### src/rtl/cpu_run_controller.sv
// cpu_run_controller
//   Run/reset sequencer and result monitor for the multicycle CPU top level.
//   - Holds the core in reset for RESET_CYCLES cycles, then releases it.
//   - While running, counts cycles and logs every change of alu_output into a
//     circular trace buffer of DEPTH entries (oldest entry overwritten on wrap).
//   - Declares completion after STABLE_CYCLES consecutive unchanged samples.
//   - Optional cycle limit: define RUN_CTRL_TIMEOUT_EN to end a run after
//     MAX_CYCLES counted cycles with timeout=1. Without the macro, timeout is
//     constant 0 and a run ends only by stability or reset.
module cpu_run_controller #(
  parameter int WIDTH         = 32,
  parameter int RESET_CYCLES  = 5,
  parameter int DEPTH         = 16,
  parameter int STABLE_CYCLES = 4,
  parameter int MAX_CYCLES    = 1024
) (
  input  logic                     clock,
  input  logic                     reset,
  input  logic                     restart,
  input  logic [WIDTH-1:0]         alu_output,
  output logic                     cpu_reset,
  output logic                     running,
  output logic                     done,
  output logic                     timeout,
  output logic [31:0]              cycle_count,
  output logic [$clog2(DEPTH):0]   trace_count,
  input  logic [$clog2(DEPTH)-1:0] rd_idx,
  output logic [WIDTH-1:0]         rd_data
);

  localparam int AW = $clog2(DEPTH);
  localparam int CW = AW + 1;
  localparam int HW = (RESET_CYCLES > 1) ? $clog2(RESET_CYCLES) : 1;
  localparam int SW = (STABLE_CYCLES > 1) ? $clog2(STABLE_CYCLES) : 1;

  localparam logic [HW-1:0] HOLD_LAST   = HW'(RESET_CYCLES - 1);
  localparam logic [SW-1:0] STABLE_LAST = SW'(STABLE_CYCLES - 1);
  localparam logic [CW-1:0] DEPTH_CNT   = CW'(DEPTH);
  localparam logic [31:0]   CYCLE_LIMIT = 32'(MAX_CYCLES - 1);
  localparam logic [31:0]   CYCLE_MAX   = 32'hFFFF_FFFF;

`ifdef RUN_CTRL_TIMEOUT_EN
  localparam logic TIMEOUT_EN = 1'b1;
`else
  localparam logic TIMEOUT_EN = 1'b0;
`endif

  typedef enum logic [1:0] {
    ST_HOLD = 2'd0,
    ST_RUN  = 2'd1,
    ST_DONE = 2'd2
  } state_t;

  state_t            state_r;
  logic [HW-1:0]     hold_cnt_r;
  logic [SW-1:0]     stable_cnt_r;
  logic [31:0]       cycle_count_r;
  logic [CW-1:0]     trace_count_r;
  logic [AW-1:0]     wr_ptr_r;
  logic              have_last_r;
  logic [WIDTH-1:0]  last_r;
  logic              cpu_reset_r;
  logic              running_r;
  logic              done_r;
  logic              timeout_r;
  logic [WIDTH-1:0]  rd_data_r;
  logic [WIDTH-1:0]  trace_mem_r [DEPTH];

  logic              sample_new_s;
  logic              stable_hit_s;
  logic              limit_hit_s;
  logic              trace_full_s;
  logic              trace_wr_en_s;
  logic [31:0]       cycle_next_s;
  logic [AW-1:0]     rd_addr_s;
  logic              rd_hit_s;

  // Per-cycle decisions shared by the sequencer, trace write and read port.
  always_comb begin
    sample_new_s  = 1'b0;
    stable_hit_s  = 1'b0;
    limit_hit_s   = 1'b0;
    trace_full_s  = 1'b0;
    trace_wr_en_s = 1'b0;
    cycle_next_s  = cycle_count_r;
    rd_addr_s     = wr_ptr_r;
    rd_hit_s      = 1'b0;

    // A sample is "new" before the first capture or whenever the bus moved.
    if (!have_last_r) begin
      sample_new_s = 1'b1;
    end else begin
      sample_new_s = (alu_output != last_r);
    end

    if (!sample_new_s && (stable_cnt_r == STABLE_LAST)) begin
      stable_hit_s = 1'b1;
    end else begin
      stable_hit_s = 1'b0;
    end

    if (cycle_count_r == CYCLE_MAX) begin
      cycle_next_s = cycle_count_r;
    end else begin
      cycle_next_s = cycle_count_r + 32'd1;
    end

    limit_hit_s   = TIMEOUT_EN && (cycle_count_r == CYCLE_LIMIT);
    trace_full_s  = (trace_count_r == DEPTH_CNT);
    trace_wr_en_s = !reset && (state_r == ST_RUN) && sample_new_s;

    // Oldest valid entry sits trace_count slots behind the write pointer.
    rd_addr_s = wr_ptr_r - trace_count_r[AW-1:0] + rd_idx;
    rd_hit_s  = ({1'b0, rd_idx} < trace_count_r);
  end

  // Run sequencer: HOLD -> RUN -> DONE, with counters and registered status.
  always_ff @(posedge clock) begin
    if (reset) begin
      state_r       <= ST_HOLD;
      hold_cnt_r    <= {HW{1'b0}};
      stable_cnt_r  <= {SW{1'b0}};
      cycle_count_r <= 32'd0;
      trace_count_r <= {CW{1'b0}};
      wr_ptr_r      <= {AW{1'b0}};
      have_last_r   <= 1'b0;
      last_r        <= {WIDTH{1'b0}};
      cpu_reset_r   <= 1'b1;
      running_r     <= 1'b0;
      done_r        <= 1'b0;
      timeout_r     <= 1'b0;
    end else begin
      case (state_r)
        ST_HOLD: begin
          if (hold_cnt_r == HOLD_LAST) begin
            state_r     <= ST_RUN;
            cpu_reset_r <= 1'b0;
            running_r   <= 1'b1;
          end else begin
            hold_cnt_r  <= hold_cnt_r + {{(HW-1){1'b0}}, 1'b1};
            cpu_reset_r <= 1'b1;
          end
        end

        ST_RUN: begin
          cycle_count_r <= cycle_next_s;
          if (sample_new_s) begin
            wr_ptr_r     <= wr_ptr_r + {{(AW-1){1'b0}}, 1'b1};
            last_r       <= alu_output;
            have_last_r  <= 1'b1;
            stable_cnt_r <= {SW{1'b0}};
            if (!trace_full_s) begin
              trace_count_r <= trace_count_r + {{(CW-1){1'b0}}, 1'b1};
            end else begin
              trace_count_r <= trace_count_r;
            end
          end else if (!stable_hit_s) begin
            stable_cnt_r <= stable_cnt_r + {{(SW-1){1'b0}}, 1'b1};
          end else begin
            stable_cnt_r <= stable_cnt_r;
          end

          // Stability wins over the cycle limit when both fire together.
          if (stable_hit_s) begin
            state_r   <= ST_DONE;
            running_r <= 1'b0;
            done_r    <= 1'b1;
            timeout_r <= 1'b0;
          end else if (limit_hit_s) begin
            state_r   <= ST_DONE;
            running_r <= 1'b0;
            done_r    <= 1'b1;
            timeout_r <= 1'b1;
          end else begin
            state_r   <= ST_RUN;
          end
        end

        ST_DONE: begin
          if (restart) begin
            state_r       <= ST_HOLD;
            hold_cnt_r    <= {HW{1'b0}};
            stable_cnt_r  <= {SW{1'b0}};
            cycle_count_r <= 32'd0;
            trace_count_r <= {CW{1'b0}};
            wr_ptr_r      <= {AW{1'b0}};
            have_last_r   <= 1'b0;
            cpu_reset_r   <= 1'b1;
            running_r     <= 1'b0;
            done_r        <= 1'b0;
            timeout_r     <= 1'b0;
          end else begin
            state_r       <= ST_DONE;
          end
        end

        default: begin
          state_r     <= ST_HOLD;
          hold_cnt_r  <= {HW{1'b0}};
          cpu_reset_r <= 1'b1;
          running_r   <= 1'b0;
          done_r      <= 1'b0;
          timeout_r   <= 1'b0;
        end
      endcase
    end
  end

  // Trace storage: capture each changed RUN sample at the write pointer.
  always_ff @(posedge clock) begin
    if (trace_wr_en_s) begin
      trace_mem_r[wr_ptr_r] <= alu_output;
    end
  end

  // Registered trace read port; indices beyond the valid entries read as zero.
  always_ff @(posedge clock) begin
    if (reset) begin
      rd_data_r <= {WIDTH{1'b0}};
    end else if (rd_hit_s) begin
      rd_data_r <= trace_mem_r[rd_addr_s];
    end else begin
      rd_data_r <= {WIDTH{1'b0}};
    end
  end

  assign cpu_reset   = cpu_reset_r;
  assign running     = running_r;
  assign done        = done_r;
  assign timeout     = timeout_r;
  assign cycle_count = cycle_count_r;
  assign trace_count = trace_count_r;
  assign rd_data     = rd_data_r;

endmodule

### config.mk
export PLATFORM = sky130hd
export DESIGN_NAME = cpu_run_controller
export DESIGN_NICKNAME = d
export VERILOG_FILES = /design/src/rtl/cpu_run_controller.sv
export SDC_FILE = /design/constraint.sdc
export NUM_CORES = 1
export LEC_CHECK = 0
export BUFFER_PORTS_ARGS = -buffer_cell sky130_fd_sc_hd__buf_2
export CAP_MARGIN = 5
export CORE_MARGIN = 2
export CORE_UTILIZATION = 45
export CTS_CLUSTER_DIAMETER = 120
export CTS_CLUSTER_SIZE = 25
export DETAILED_ROUTE_END_ITERATION = 6
export SYNTH_ARGS = -nofsm -noshare
export SYNTH_HDL_FRONTEND = slang
export SYNTH_SLANG_ARGS = --single-unit
### constraint.sdc
create_clock -name clock -period 4.6 [get_ports clock]
set_input_delay 0.46 -clock clock [delete_from_list [all_inputs] [get_ports clock]]
set_output_delay 0.46 -clock clock [all_outputs]
set_load 0.01 [all_outputs]
After elaboration in Yosys (flattened, before gate mapping)
Memory sizes are Yosys's and may differ from the RTL's. A register that Yosys moved wholly into a read port is not among the register bits. Index checks and enable logic that the tools add are counted.

$add $sub $neg: 7. Magnitude comparators: 1. Equality and inequality tests: 15. Mux-type cells: 37. Bitwise operators: 3. Reduce and logical (&&, ||, !) cells: 17.

Operator list (count): 32-bit two-way mux (2); 32-bit one-hot mux with 2 select lines (1); 32-bit by 1-bit adder with 32-bit output (second input constant) (1); 32-bit == test (second input constant) (1); 32-bit inequality test (1); 3-bit AND reduction (6); 5-bit two-way mux (3); 2-bit inequality test (second input constant) (7); 2-bit two-way mux (6); 1-bit one-hot mux with 3 select lines (4); 1-bit two-way mux (11); 5-bit one-hot mux with 2 select lines (1); 3-bit one-hot mux with 3 select lines (1); 4-bit two-way mux (2); 4-bit one-hot mux with 2 select lines (1); 3-bit two-way mux (2); 2-bit one-hot mux with 3 select lines (1); 5-bit by 1-bit adder with 5-bit output (second input constant) (1); 5-bit == test (second input constant) (1); 4-bit by 5-bit less-than comparator with 1-bit output (1); 4-bit by 1-bit adder with 4-bit output (second input constant) (1); 4-bit adder (1); 2-bit == test (second input constant) (2); 2-bit one-hot mux with 2 select lines (1); 15 further kinds (21).

Bits in registers: 85. Bits in writable memories: 512. Bits of input ports: 39. Word-level logic and storage cells: 93. Memories kept: 1.

Memory list: trace_mem_r (depth 16, bits a word 32, rd ports 1, clocked after Yosys merged registers in 1, write ports 1, line 67) `logic [WIDTH-1:0] trace_mem_r [DEPTH];`.

Longest topological paths before layout
Gate-level depths: netlist (run 1).

Depth after elaboration: 8. Gate-level depth with buffers: 12. Mapped depth without buffers: 10.

Least setup slack after synthesis (run 1)
No wires, ideal clock.

Path kind: in2reg. Start point: input port alu_output[23]. End point: memory trace_mem_r[12][0] (enable). Setup time: 0.461 ns. Arrival time: 3.584 ns. Slack: 0.555 ns. Stages: 7. Buffers on the path: 2. Cell sequence: xnor2_1 and4_1 nand4_1 o31ai_4 buf_4 buf_6 nor3_1.

Cells in the longest elaborated chain, start to end: 5.

RTL lines: start, declared (line 20) `input logic [WIDTH-1:0] alu_output,`; 32-bit inequality test (line 93) `sample_new_s = (alu_output != last_r);`; 1-bit two-way mux (line 90) `if (!have_last_r) begin`; 1-bit logical AND (line 110) `trace_wr_en_s = !reset && (state_r == ST_RUN) && sample_new_s;`; 1-bit two-way mux (line 211) `if (trace_wr_en_s) begin`; 1-bit two-way mux (not written as such) (line 212) `trace_mem_r[wr_ptr_r] <= alu_output;`; end, declared (line 67).

Every way passes these cells.

Worst setup path after layout (run 1)
Start point: register state_r[0]. End point: memory trace_mem_r[11][22] (enable).

Cells in the longest elaborated chain, start to end: 5.

RTL lines: start, declared (line 54) `state_t state_r;`; start signal, assigned (line 120) `state_r <= ST_HOLD;`; start signal, assigned (line 136) `state_r <= ST_RUN;`; start signal, assigned (line 165) `state_r <= ST_DONE;`; 2-bit by 1-bit == test with 1-bit output (line 110); 1-bit logical AND (2 in a row) (line 110); 1-bit two-way mux (line 211); 1-bit two-way mux (not written as such) (line 212).

Every way passes these cells.

==> metrics.txt, run 1 <==
# TYPE chip_impl_metric gauge
chip_impl_metric{name="io_pins",unit=""} 112
chip_impl_metric{name="fmax",unit="GHz"} 0.284
chip_impl_metric{name="grt_pass1_wl",unit="mm"} 79.5
chip_impl_info{name="tritoncts",value="yes"} 1
chip_impl_metric{name="buffer_ports.inserted",unit=""} 110
chip_impl_metric{name="antenna_found_initial",unit=""} 5
chip_impl_metric{name="synth_area",unit="um^2"} 24800
chip_impl_metric{name="hpwl",unit="mm"} 31.6
chip_impl_metric{name="critical_path.max_fanout",unit=""} 23
chip_impl_metric{name="detail_route.vias_per_cell",unit=""} 5.65
chip_impl_metric{name="initial_utilization",unit="%"} 45.3
chip_impl_metric{name="layout-drive-gt1-share",unit="%"} 22.6
chip_impl_metric{name="met3_length",unit="mm"} 3.18
chip_impl_metric{name="swShare",unit="%"} 24.5
chip_impl_metric{name="final_antenna_net_count",unit=""} 0
chip_impl_metric{name="internal-power",unit="uW"} 8300
chip_impl_info{name="ys.flop_type",value="sky130_fd_sc_hd__edfxtp_1"} 1
chip_impl_metric{name="ys_async_sr_fraction",unit="%"} 0
chip_impl_metric{name="floorplan.die.height",unit="um"} 239
chip_impl_metric{name="fp.dieArea",unit="um^2"} 57000
chip_impl_metric{name="synth_edf_count",unit=""} 512
chip_impl_metric{name="power.share.sequential",unit="%"} 56.7
chip_impl_metric{name="area.growth.synth_to_final",unit="%"} 10.8
chip_impl_metric{name="wl_met1",unit="mm"} 23.5
chip_impl_metric{name="synth.ff_latch_count",unit=""} 628
chip_impl_metric{name="detailedRoute.firstIterationViolations",unit=""} 1044
chip_impl_metric{name="fp-row-count",unit=""} 86
chip_impl_info{name="min_path_type",value="primary input to register"} 1
chip_impl_metric{name="cell_count_after_placement",unit=""} 2201
chip_impl_info{name="crit_path_start_kind",value="register"} 1
chip_impl_metric{name="routed_wl",unit="mm"} 52.7
chip_impl_info{name="root_buffer",value="sky130_fd_sc_hd__clkbuf_16"} 1
chip_impl_metric{name="power.switching",unit="uW"} 2700
chip_impl_metric{name="route.vias.total",unit=""} 12734
chip_impl_metric{name="cts_num_sinks",unit=""} 628
chip_impl_metric{name="clock_insertion_delay_worst_skew",unit="ps"} 620
chip_impl_metric{name="post_cts_resized",unit=""} 0
chip_impl_info{name="grt_setup_unrepaired",value="no"} 1
chip_impl_metric{name="cts_setup_buffers",unit=""} 0
chip_impl_metric{name="dpl_cell_area",unit="um^2"} 26600
chip_impl_metric{name="setup_viol",unit=""} 0
chip_impl_metric{name="netlist_instances",unit=""} 1406
chip_impl_metric{name="clock_buffer_depth",unit=""} 3
chip_impl_metric{name="timing.max_cap.violations",unit=""} 0
chip_impl_metric{name="detail_route.first_pass.iterations",unit=""} 5
chip_impl_metric{name="vdd.ir_drop.worst",unit="mV"} 0.310
chip_impl_metric{name="yosysWarningCount",unit=""} 0
chip_impl_metric{name="h-tree-depth",unit=""} 1
chip_impl_metric{name="finish.cell_count_without_fillers",unit=""} 2255
chip_impl_metric{name="period_needed",unit="ps"} 3520
chip_impl_metric{name="grt_max_degree",unit=""} 97
chip_impl_metric{name="clock_group_share_of_total_power",unit="%"} 26.6
chip_impl_info{name="top_layer",value="met5"} 1
chip_impl_metric{name="hold_slack",unit="ps"} 163
chip_impl_metric{name="post-route-drc-count",unit=""} 0
chip_impl_metric{name="synthesis.area_per_instance",unit="um^2"} 17.6
chip_impl_metric{name="finalCritPeriodShare",unit="%"} 76.6
chip_impl_metric{name="fp.dieW",unit="um"} 239
chip_impl_metric{name="post_synth_num_cell_types",unit=""} 59
chip_impl_metric{name="routed-wl-met2",unit="mm"} 25.4
chip_impl_metric{name="synth.net_count",unit=""} 1465
chip_impl_metric{name="cts_hold_buffers_added",unit=""} 0
chip_impl_metric{name="final_util",unit="%"} 50.2
chip_impl_metric{name="worst-endpoint-arrival",unit="ps"} 3800
chip_impl_metric{name="rr_worst_depth",unit=""} 5
chip_impl_metric{name="place.gp.congestion",unit=""} 0.843
chip_impl_metric{name="cellPowerDensity",unit="nW/um^2"} 400
chip_impl_metric{name="tightest_slew",unit="ps"} 1030
chip_impl_metric{name="tritoncts_buffers",unit=""} 29
chip_impl_metric{name="globalRouteTotalUtil",unit="%"} 18.6
chip_impl_metric{name="grt_pass1_vias",unit=""} 12701
chip_impl_metric{name="power.combinational.fraction",unit="%"} 16.6
chip_impl_metric{name="stdcell_area",unit="um^2"} 27500
chip_impl_metric{name="fin_tns_setup",unit="ps"} 0
chip_impl_metric{name="worstPathRequired",unit="ps"} 4870
chip_impl_metric{name="drt-wirelength-per-cell",unit="um"} 23.4
chip_impl_metric{name="ys_seq_area_share",unit="%"} 71.3
chip_impl_metric{name="cts.reportedPaths.clkPinSlew",unit="ps"} 100
chip_impl_info{name="run_status",value="finished clean"} 1
chip_impl_metric{name="final-hold-violation-count",unit=""} 0
chip_impl_metric{name="diodes",unit=""} 0
chip_impl_info{name="kind_of_end_point_of_the_critical_path",value="register"} 1
chip_impl_metric{name="grt_overflow",unit=""} 0
chip_impl_metric{name="finalClockSkew",unit="ps"} 28.5
chip_impl_metric{name="holdPathStages",unit=""} 3
chip_impl_metric{name="slew_headroom",unit="%"} 31.0
chip_impl_metric{name="p_leak",unit="uW"} 0.00907
chip_impl_info{name="critPathKind",value="register to register"} 1
chip_impl_metric{name="fp.coreArea",unit="um^2"} 54800
chip_impl_metric{name="final_nets",unit=""} 1587
chip_impl_metric{name="timing_max_transition_violations_final",unit=""} 0
-- sequential cells by signal (all words and copies together), names as in the netlist --
signal        cells
trace_mem_r     512
last_r           32
cycle_count      32
wr_ptr_r          4
rd_data          32
done              1
stable_cnt_r      2
hold_cnt_r        3
cpu_reset         1
running           1
have_last_r       1
trace_count       5
state_r           2
-- synth_stat cells, drive strengths merged, types with 7 or more instances --
master	n	area (um^2)
a211oi	71	533
a21oi	21	105
buf	26	141
clkbuf	44	165
dfxtp	116	2320
edfxtp	512	15400
ha	17	213
inv	32	120
mux2i	60	601
mux4	128	2880
nand2	37	139
nand2b	10	62.6
nand3	23	115
nand4	12	75.1
nor2	85	319
nor2b	36	225
nor3	16	80.1
nor4	12	81.3
o21ai	8	40.0
or3	7	43.8
xnor2	34	298
xor2	27	236
-- cells by family after synthesis --
logic type / count (synthesis) / synth area share, %
flip-flops: 628 / 71.3
other: 1 / 0.0151
multiplexers: 189 / 14.1
adder cells (fa/ha/maj): 20 / 1.10
buffers and inverters: 102 / 1.72
AND/OR/NAND/NOR: 273 / 5.73
XOR/XNOR: 61 / 2.15
AO/OA/AOI/OAI: 132 / 3.85
-- power groups by stage --
stage,logic [uW],clock network (uW),registers [uW]
2_1_floorplan,1310,0,6380
3_3_place_gp,1850,0,6370
3_5_place_dp,1870,0,6370
4_1_cts,1870,3020,6240
5_1_grt,1990,3210,6250
6_report,1830,2930,6240
-- layer usage --
| layer | GRT usage (%) | up-vias |
|---|---|---|
| met1 | 26.4 | 6602 |
| met5 | 0 | - |
| met2 | 30.3 | 289 |
| met3 | 3.88 | 50 |
| met4 | 3.14 | 10 |
| li1 | - | 5783 |
-- worst max-delay path, stage by stage (launching register included) --
cell and delay, ps:
sky130_fd_sc_hd__dfxtp_1 540, sky130_fd_sc_hd__nor2b_1 480, sky130_fd_sc_hd__o31ai_4 340, sky130_fd_sc_hd__or3b_2 660, sky130_fd_sc_hd__nor2_4 670, sky130_fd_sc_hd__buf_4 480
-- layout make-up --
type	instances	area, um^2
Inverter	32	120
Clock buffer	52	812
Multi-Input combinational cell	676	6850
Tap cell	704	881
Clock inverter	2	38.8
Timing Repair Buffer	161	1080
Fill cell	4502	27300
Sequential cell	628	17700
-- path summary, 6_finish.rpt --
kind,from,to,slack [ps]
hold reg to reg,last_r[11],last_r[11],480
setup / recovery,state_r[0],trace_mem_r[11][22],1080
setup reg to reg,state_r[0],trace_mem_r[11][22],1080
hold / removal,restart,cpu_reset,160
-- through the flow --
step                      power (uW)  setup WS [ps]
final                          11000           1080
after global routing           11400            904
after CTS                      11100           1050
after detailed placement        8240            835
after global placement          8220            870
after floorplan                 7690            555
-- cell usage in the layout, fill, tap and decap left out, drive strengths merged, types with 6 or more instances in the layout --
cell type	Yosys	layout
a211oi	71	71
a21oi	21	21
and3	6	6
buf	26	161
clkbuf	44	52
dfxtp	116	116
edfxtp	512	512
ha	17	17
inv	32	33
mux2i	60	60
mux4	128	128
nand2	37	37
nand2b	10	10
nand3	23	23
nand4	12	12
nand4b	6	6
nor2	85	85
nor2b	36	36
nor3	16	16
nor4	12	12
o21ai	8	8
or3	7	7
or4	6	6
xnor2	34	34
xor2	27	27
Power figures use the tool's default switching activity.
==> run 2: changes to the inputs <==
- clock period: 4.6 -> 3.4 ns (I/O delays scaled with it)
==> metrics.txt, run 2 (synthesized netlist as in run 1, its figures left out) <==
# TYPE chip_impl_metric gauge
chip_impl_metric{name="setup_viol",unit=""} 0
chip_impl_metric{name="hpwl",unit="mm"} 33.7
chip_impl_metric{name="timing_max_transition_violations_final",unit=""} 0
chip_impl_metric{name="place.gp.congestion",unit=""} 0.807
chip_impl_info{name="final_cell_mix",value="sky130_fd_sc_hd__edfxtp_1 (512), sky130_fd_sc_hd__mux4_2 (128), sky130_fd_sc_hd__dfxtp_1 (115), sky130_fd_sc_hd__buf_2 (110), sky130_fd_sc_hd__buf_4 (77)"} 1
chip_impl_info{name="regMostFlops",value="trace_mem_r"} 1
chip_impl_metric{name="detail_route.first_pass.iterations",unit=""} 6
chip_impl_metric{name="cellPowerDensity",unit="nW/um^2"} 539
chip_impl_metric{name="grt_overflow",unit=""} 0
chip_impl_info{name="cp_slowest_cell",value="sky130_fd_sc_hd__fa_4"} 1
chip_impl_metric{name="diodes",unit=""} 0
chip_impl_metric{name="routed_wl",unit="mm"} 55.4
chip_impl_metric{name="critical_path.max_fanout",unit=""} 19
chip_impl_info{name="crit_path_start_kind",value="register"} 1
chip_impl_metric{name="grt_max_degree",unit=""} 65
chip_impl_metric{name="area.growth.synth_to_final",unit="%"} 12.5
chip_impl_info{name="cell_family_with_most_cp_delay",value="adder cells"} 1
chip_impl_metric{name="fp.dieW",unit="um"} 239
chip_impl_info{name="tritoncts",value="yes"} 1
chip_impl_metric{name="cts_setup_buffers",unit=""} 0
chip_impl_metric{name="clock_buffer_depth",unit=""} 3
chip_impl_metric{name="max_stage_delay",unit="ps"} 890
chip_impl_info{name="run_status",value="finished clean"} 1
chip_impl_metric{name="detail_route.vias_per_cell",unit=""} 5.66
chip_impl_metric{name="timing.max_cap.violations",unit=""} 0
chip_impl_metric{name="final-hold-violation-count",unit=""} 0
chip_impl_metric{name="tightest_slew",unit="ps"} 1050
chip_impl_info{name="critPathKind",value="register to register"} 1
chip_impl_metric{name="buffer_ports.inserted",unit=""} 110
chip_impl_metric{name="drt-wirelength-per-cell",unit="um"} 24.1
chip_impl_metric{name="post-route-drc-count",unit=""} 0
chip_impl_metric{name="period_needed",unit="ps"} 3250
chip_impl_metric{name="initial_utilization",unit="%"} 45.3
chip_impl_metric{name="worst_slack",unit="ps"} 148
chip_impl_metric{name="grt_pass1_wl",unit="mm"} 84.0
chip_impl_metric{name="floorplan.die.height",unit="um"} 239
chip_impl_info{name="crit_chain",value="inv_1, fa_1, fa_4, buf_12, buf_12, mux4_2, nor2b_1, a211oi_1, a211oi_1"} 1
chip_impl_info{name="leading_cell_type_in_the_layout_fill_and_taps_excluded",value="sky130_fd_sc_hd__edfxtp_1"} 1
chip_impl_metric{name="fin_tns_setup",unit="ps"} 0
chip_impl_metric{name="tritoncts_buffers",unit=""} 29
chip_impl_metric{name="layout-drive-gt1-share",unit="%"} 25.0
chip_impl_metric{name="io_pins",unit=""} 112
chip_impl_metric{name="antenna_found_initial",unit=""} 4
chip_impl_metric{name="route.vias.total",unit=""} 13025
chip_impl_metric{name="fp.dieArea",unit="um^2"} 57000
chip_impl_metric{name="grt_pass1_vias",unit=""} 13193
chip_impl_metric{name="finalClockSkew",unit="ps"} 18.9
chip_impl_metric{name="fillers",unit=""} 4479
chip_impl_metric{name="slew_headroom",unit="%"} 30.1
chip_impl_metric{name="fp-row-count",unit=""} 86
chip_impl_metric{name="worst-endpoint-arrival",unit="ps"} 3720
chip_impl_metric{name="globalRouteTotalUtil",unit="%"} 19.7
chip_impl_metric{name="pre_cts_ws",unit="ps"} 88.8
chip_impl_metric{name="clock_insertion_delay_worst_skew",unit="ps"} 610
chip_impl_metric{name="final_nets",unit=""} 1634
chip_impl_info{name="grt_setup_unrepaired",value="no"} 1
chip_impl_metric{name="detailedRoute.firstIterationViolations",unit=""} 997
chip_impl_metric{name="vdd.ir_drop.worst",unit="mV"} 0.400
chip_impl_metric{name="h-tree-depth",unit=""} 1
chip_impl_metric{name="largest_register_ffs",unit=""} 512
chip_impl_metric{name="final_antenna_net_count",unit=""} 0
chip_impl_info{name="kind_of_end_point_of_the_critical_path",value="register"} 1
chip_impl_metric{name="post-layout-total-power",unit="uW"} 15000
chip_impl_metric{name="p_leak",unit="uW"} 0.00933
chip_impl_metric{name="fp.coreArea",unit="um^2"} 54800
chip_impl_info{name="root_buffer",value="sky130_fd_sc_hd__clkbuf_16"} 1
chip_impl_metric{name="cts.reportedPaths.clkPinSlew",unit="ps"} 100
chip_impl_metric{name="fmax",unit="GHz"} 0.307
chip_impl_metric{name="finalCritPeriodShare",unit="%"} 95.7
chip_impl_metric{name="worstPathRequired",unit="ps"} 3870
chip_impl_info{name="min_path_type",value="primary input to register"} 1
chip_impl_metric{name="cts_num_sinks",unit=""} 628
chip_impl_metric{name="timing.critical_path.buf_inv",unit=""} 3
-- run 2: changes by cell type in the layout (fill, tap and decap cells not counted), sizes merged --
cell,change
inv,+1
dlygate4sd3,+2
clkbuf,-1
buf,+45
-- run 2: cell type report --
class / count / area (um^2) / share of cell area (%)
clock inverter: 3 / 36.3 / 0.130
sequential: 628 / 17700 / 63.4
clock buffer: 51 / 808 / 2.90
tap: 704 / 881 / 3.16
inverter: 32 / 120 / 0.430
timing repair buffer: 208 / 1510 / 5.41
multi-input combinational: 676 / 6860 / 24.6
-- run 2: report_power, final --
part           switching [uW]  internal (uW)
Sequential               46.1           8390
Clock                    2300           1650
Combinational            1340           1310
Total                    3690          11300
-- run 2: metrics by stage --
step           utilization [%]  hold slack (ps)  instance area (um^2)  cells
6_report                  51.0             21.9                 27900   2302
5_1_grt                   51.0             2.21                 27900   2302
4_1_cts                   50.9             1.18                 27900   2302
3_5_place_dp              49.4              462                 27000   2246
3_3_place_gp              49.4              457                 27000   2246
2_1_floorplan                -              439                 24800   1406
-- run 2: path summary, 6_finish.rpt --
check        slack, ps  cells past startpoint            from                  to
max                150                      9     wr_ptr_r[1]         rd_data[30]
min                 20                      1  alu_output[22]  trace_mem_r[0][22]
max reg2reg        150                      9     wr_ptr_r[1]         rd_data[30]
min reg2reg        480                      2      last_r[23]          last_r[23]
-- run 2: metal layers --
layer  routed length, um  GRT usage [%]  vias to the layer above
met1               25400           28.9                     6806
li1                    -              -                     5883
met3                2310           2.30                       48
met5                  41              0                        -
met4                 802           3.50                        6
met2               26900           32.5                      282
-- run 2: repair_timing --
| item | CTS | global route |
|---|---|---|
| hold buffers | 2 | 0 |
| endpoints found under the setup margin | 0 | 6 |
| endpoints found under the hold margin | 3 | 0 |
| resized for setup | 0 | 5 |
==> run 3: changes to the inputs <==
--- a/config.mk
+++ b/config.mk
@@ -9,3 +9,2 @@
 export CAP_MARGIN = 5
-export CORE_MARGIN = 2
 export CORE_UTILIZATION = 45
==> constraint.sdc (replaced) <==
create_clock -name clock -period 3.4 [get_ports clock]
set_input_delay 0 -clock clock [delete_from_list [all_inputs] [get_ports clock]]
set_output_delay 0 -clock clock [all_outputs]
set_load 0.01 [all_outputs]
==> metrics.txt, run 3 (synthesized netlist as in run 1, its figures left out) <==
# TYPE chip_impl_metric gauge
chip_impl_info{name="run_status",value="finished clean"} 1
chip_impl_metric{name="h-tree-depth",unit=""} 1
chip_impl_metric{name="drt-wirelength-per-cell",unit="um"} 24.7
chip_impl_info{name="grt_setup_unrepaired",value="no"} 1
chip_impl_metric{name="detailedRoute.firstIterationViolations",unit=""} 1070
chip_impl_info{name="final_cell_mix",value="sky130_fd_sc_hd__edfxtp_1 (512), sky130_fd_sc_hd__mux4_2 (128), sky130_fd_sc_hd__dfxtp_1 (116), sky130_fd_sc_hd__buf_2 (110), sky130_fd_sc_hd__nor2_1 (73)"} 1
chip_impl_metric{name="finalClockSkew",unit="ps"} 30.3
chip_impl_metric{name="clock_buffer_depth",unit=""} 3
chip_impl_metric{name="clock_insertion_delay_worst_skew",unit="ps"} 600
chip_impl_metric{name="grt_overflow",unit=""} 0
chip_impl_metric{name="grt_pass1_wl",unit="mm"} 85.3
chip_impl_metric{name="vdd.ir_drop.worst",unit="mV"} 0.361
chip_impl_info{name="kind_of_end_point_of_the_critical_path",value="register"} 1
chip_impl_info{name="tritoncts",value="yes"} 1
chip_impl_metric{name="fp.dieArea",unit="um^2"} 56100
chip_impl_metric{name="area.growth.synth_to_final",unit="%"} 13.7
chip_impl_metric{name="initial_utilization",unit="%"} 45.8
chip_impl_metric{name="setup_viol",unit=""} 0
chip_impl_metric{name="largest_register_ffs",unit=""} 512
chip_impl_metric{name="floorplan.die.height",unit="um"} 237
chip_impl_metric{name="fp-row-count",unit=""} 85
chip_impl_metric{name="place.gp.congestion",unit=""} 0.787
chip_impl_metric{name="diodes",unit=""} 0
chip_impl_metric{name="antenna_found_initial",unit=""} 1
chip_impl_metric{name="p_leak",unit="uW"} 0.00940
chip_impl_metric{name="post-route-drc-count",unit=""} 0
chip_impl_info{name="critPathKind",value="register to register"} 1
chip_impl_info{name="regMostFlops",value="trace_mem_r"} 1
chip_impl_metric{name="final_nets",unit=""} 1650
chip_impl_metric{name="cts_setup_buffers",unit=""} 0
chip_impl_info{name="crit_path_start_kind",value="register"} 1
chip_impl_metric{name="final_antenna_net_count",unit=""} 0
chip_impl_metric{name="fp.dieW",unit="um"} 237
chip_impl_metric{name="grt_max_degree",unit=""} 48
chip_impl_metric{name="critical_path.max_fanout",unit=""} 22
chip_impl_metric{name="period_needed",unit="ps"} 3210
chip_impl_metric{name="routed_wl",unit="mm"} 57.0
chip_impl_metric{name="worst_slack",unit="ps"} 186
chip_impl_metric{name="fillers",unit=""} 4402
chip_impl_metric{name="tritoncts_buffers",unit=""} 29
chip_impl_metric{name="cts.reportedPaths.clkPinSlew",unit="ps"} 100
chip_impl_metric{name="dpl_cell_area",unit="um^2"} 27000
chip_impl_metric{name="cts_num_sinks",unit=""} 628
chip_impl_metric{name="timing_max_transition_violations_final",unit=""} 0
chip_impl_metric{name="route.vias.total",unit=""} 13174
chip_impl_metric{name="worst-endpoint-arrival",unit="ps"} 3660
chip_impl_metric{name="io_pins",unit=""} 112
chip_impl_metric{name="final-hold-violation-count",unit=""} 0
chip_impl_metric{name="stdcell_area",unit="um^2"} 28200
chip_impl_metric{name="tightest_slew",unit="ps"} 1060
chip_impl_metric{name="pre_cts_ws",unit="ps"} 194
chip_impl_metric{name="layout-drive-gt1-share",unit="%"} 23.5
chip_impl_metric{name="globalRouteTotalUtil",unit="%"} 20.6
chip_impl_metric{name="cellPowerDensity",unit="nW/um^2"} 535
chip_impl_metric{name="grt_pass1_vias",unit=""} 13347
chip_impl_metric{name="fp.coreArea",unit="um^2"} 54100
chip_impl_info{name="leading_cell_type_in_the_layout_fill_and_taps_excluded",value="sky130_fd_sc_hd__edfxtp_1"} 1
chip_impl_metric{name="slew_headroom",unit="%"} 29.0
chip_impl_metric{name="timing.max_cap.violations",unit=""} 0
chip_impl_metric{name="worstPathRequired",unit="ps"} 3850
chip_impl_metric{name="detail_route.vias_per_cell",unit=""} 5.71
chip_impl_metric{name="detail_route.first_pass.iterations",unit=""} 7
chip_impl_info{name="min_path_type",value="primary input to register"} 1
chip_impl_metric{name="buffer_ports.inserted",unit=""} 110
chip_impl_metric{name="post-layout-total-power",unit="uW"} 15100
chip_impl_info{name="root_buffer",value="sky130_fd_sc_hd__clkbuf_16"} 1
chip_impl_metric{name="fmax",unit="GHz"} 0.311
chip_impl_metric{name="hpwl",unit="mm"} 33.9
chip_impl_metric{name="finalCritPeriodShare",unit="%"} 94.5
[run 3: cell types whose count changed in the layout (fill, tap and decap cells not counted), moves of 2 or more]
cell	delta
sky130_fd_sc_hd__dlygate4sd3_1	+32
sky130_fd_sc_hd__buf_4	-23
sky130_fd_sc_hd__buf_12	+9
sky130_fd_sc_hd__a211oi_1	+2
sky130_fd_sc_hd__a211oi_2	-2
sky130_fd_sc_hd__buf_6	-2
[run 3: critical path, stage by stage (launching register included)]
cell	delay, ps
sky130_fd_sc_hd__dfxtp_1	410
sky130_fd_sc_hd__inv_1	110
sky130_fd_sc_hd__fa_1	490
sky130_fd_sc_hd__fa_4	890
sky130_fd_sc_hd__buf_12	200
sky130_fd_sc_hd__buf_12	190
sky130_fd_sc_hd__mux4_2	290
sky130_fd_sc_hd__nor2b_1	140
sky130_fd_sc_hd__a211oi_1	240
sky130_fd_sc_hd__a211oi_1	80
[run 3: layer usage]
| metal | track usage (%) | share of wire, % | wire [um] |
|---|---|---|---|
| met2 | 34.3 | 49 | 27700 |
| met4 | 3.82 | 1.4 | 794 |
| met1 | 29.5 | 45 | 25800 |
| met3 | 2.18 | 4.7 | 2660 |
| met5 | 0 | 0 | 0 |
[run 3: path summary, 6_finish.rpt]
path,from,to,slack (ps),cells past startpoint
hold / removal,alu_output[6],trace_mem_r[6][6],260,2
setup / recovery,wr_ptr_r[1],rd_data[27],190,9
hold reg to reg,last_r[11],last_r[11],480,2
setup reg to reg,wr_ptr_r[1],rd_data[27],190,9
[run 3: layout make-up]
cell class                 instances  area, um^2  area share, %
sequential                       628       17700           62.8
multi-input combinational        676        6850           24.3
timing repair buffer             224        1820           6.44
tap                              696         871           3.09
clock buffer                      52         812           2.88
inverter                          32         120          0.426
clock inverter                     1        30.0          0.107
[run 3: metrics by stage]
stage                     hold WS [ps]  TNS (ps)  std cells  utilization, %
after floorplan                   98.9    -72490       1406               -
after global placement             292         0       2222            49.9
after detailed placement           288         0       2222            49.9
after CTS                          219         0       2309            52.1
after global routing               233         0       2309            52.1
final                              260         0       2309            52.1
[run 3: report_power, final]
part | internal [uW] | total, uW | switching, uW | leakage [uW]
Sequential | 8390 | 8440 | 55.0 | 0.00554
Combinational | 1340 | 2670 | 1330 | 0.00347
Clock | 1650 | 3960 | 2310 | 0.000396
[run 3: repair_timing]
action | 4_1_cts | 5_1_grt
endpoints found under the hold margin | 557 | 0
resized for setup | 0 | 0
hold buffers | 34 | 0
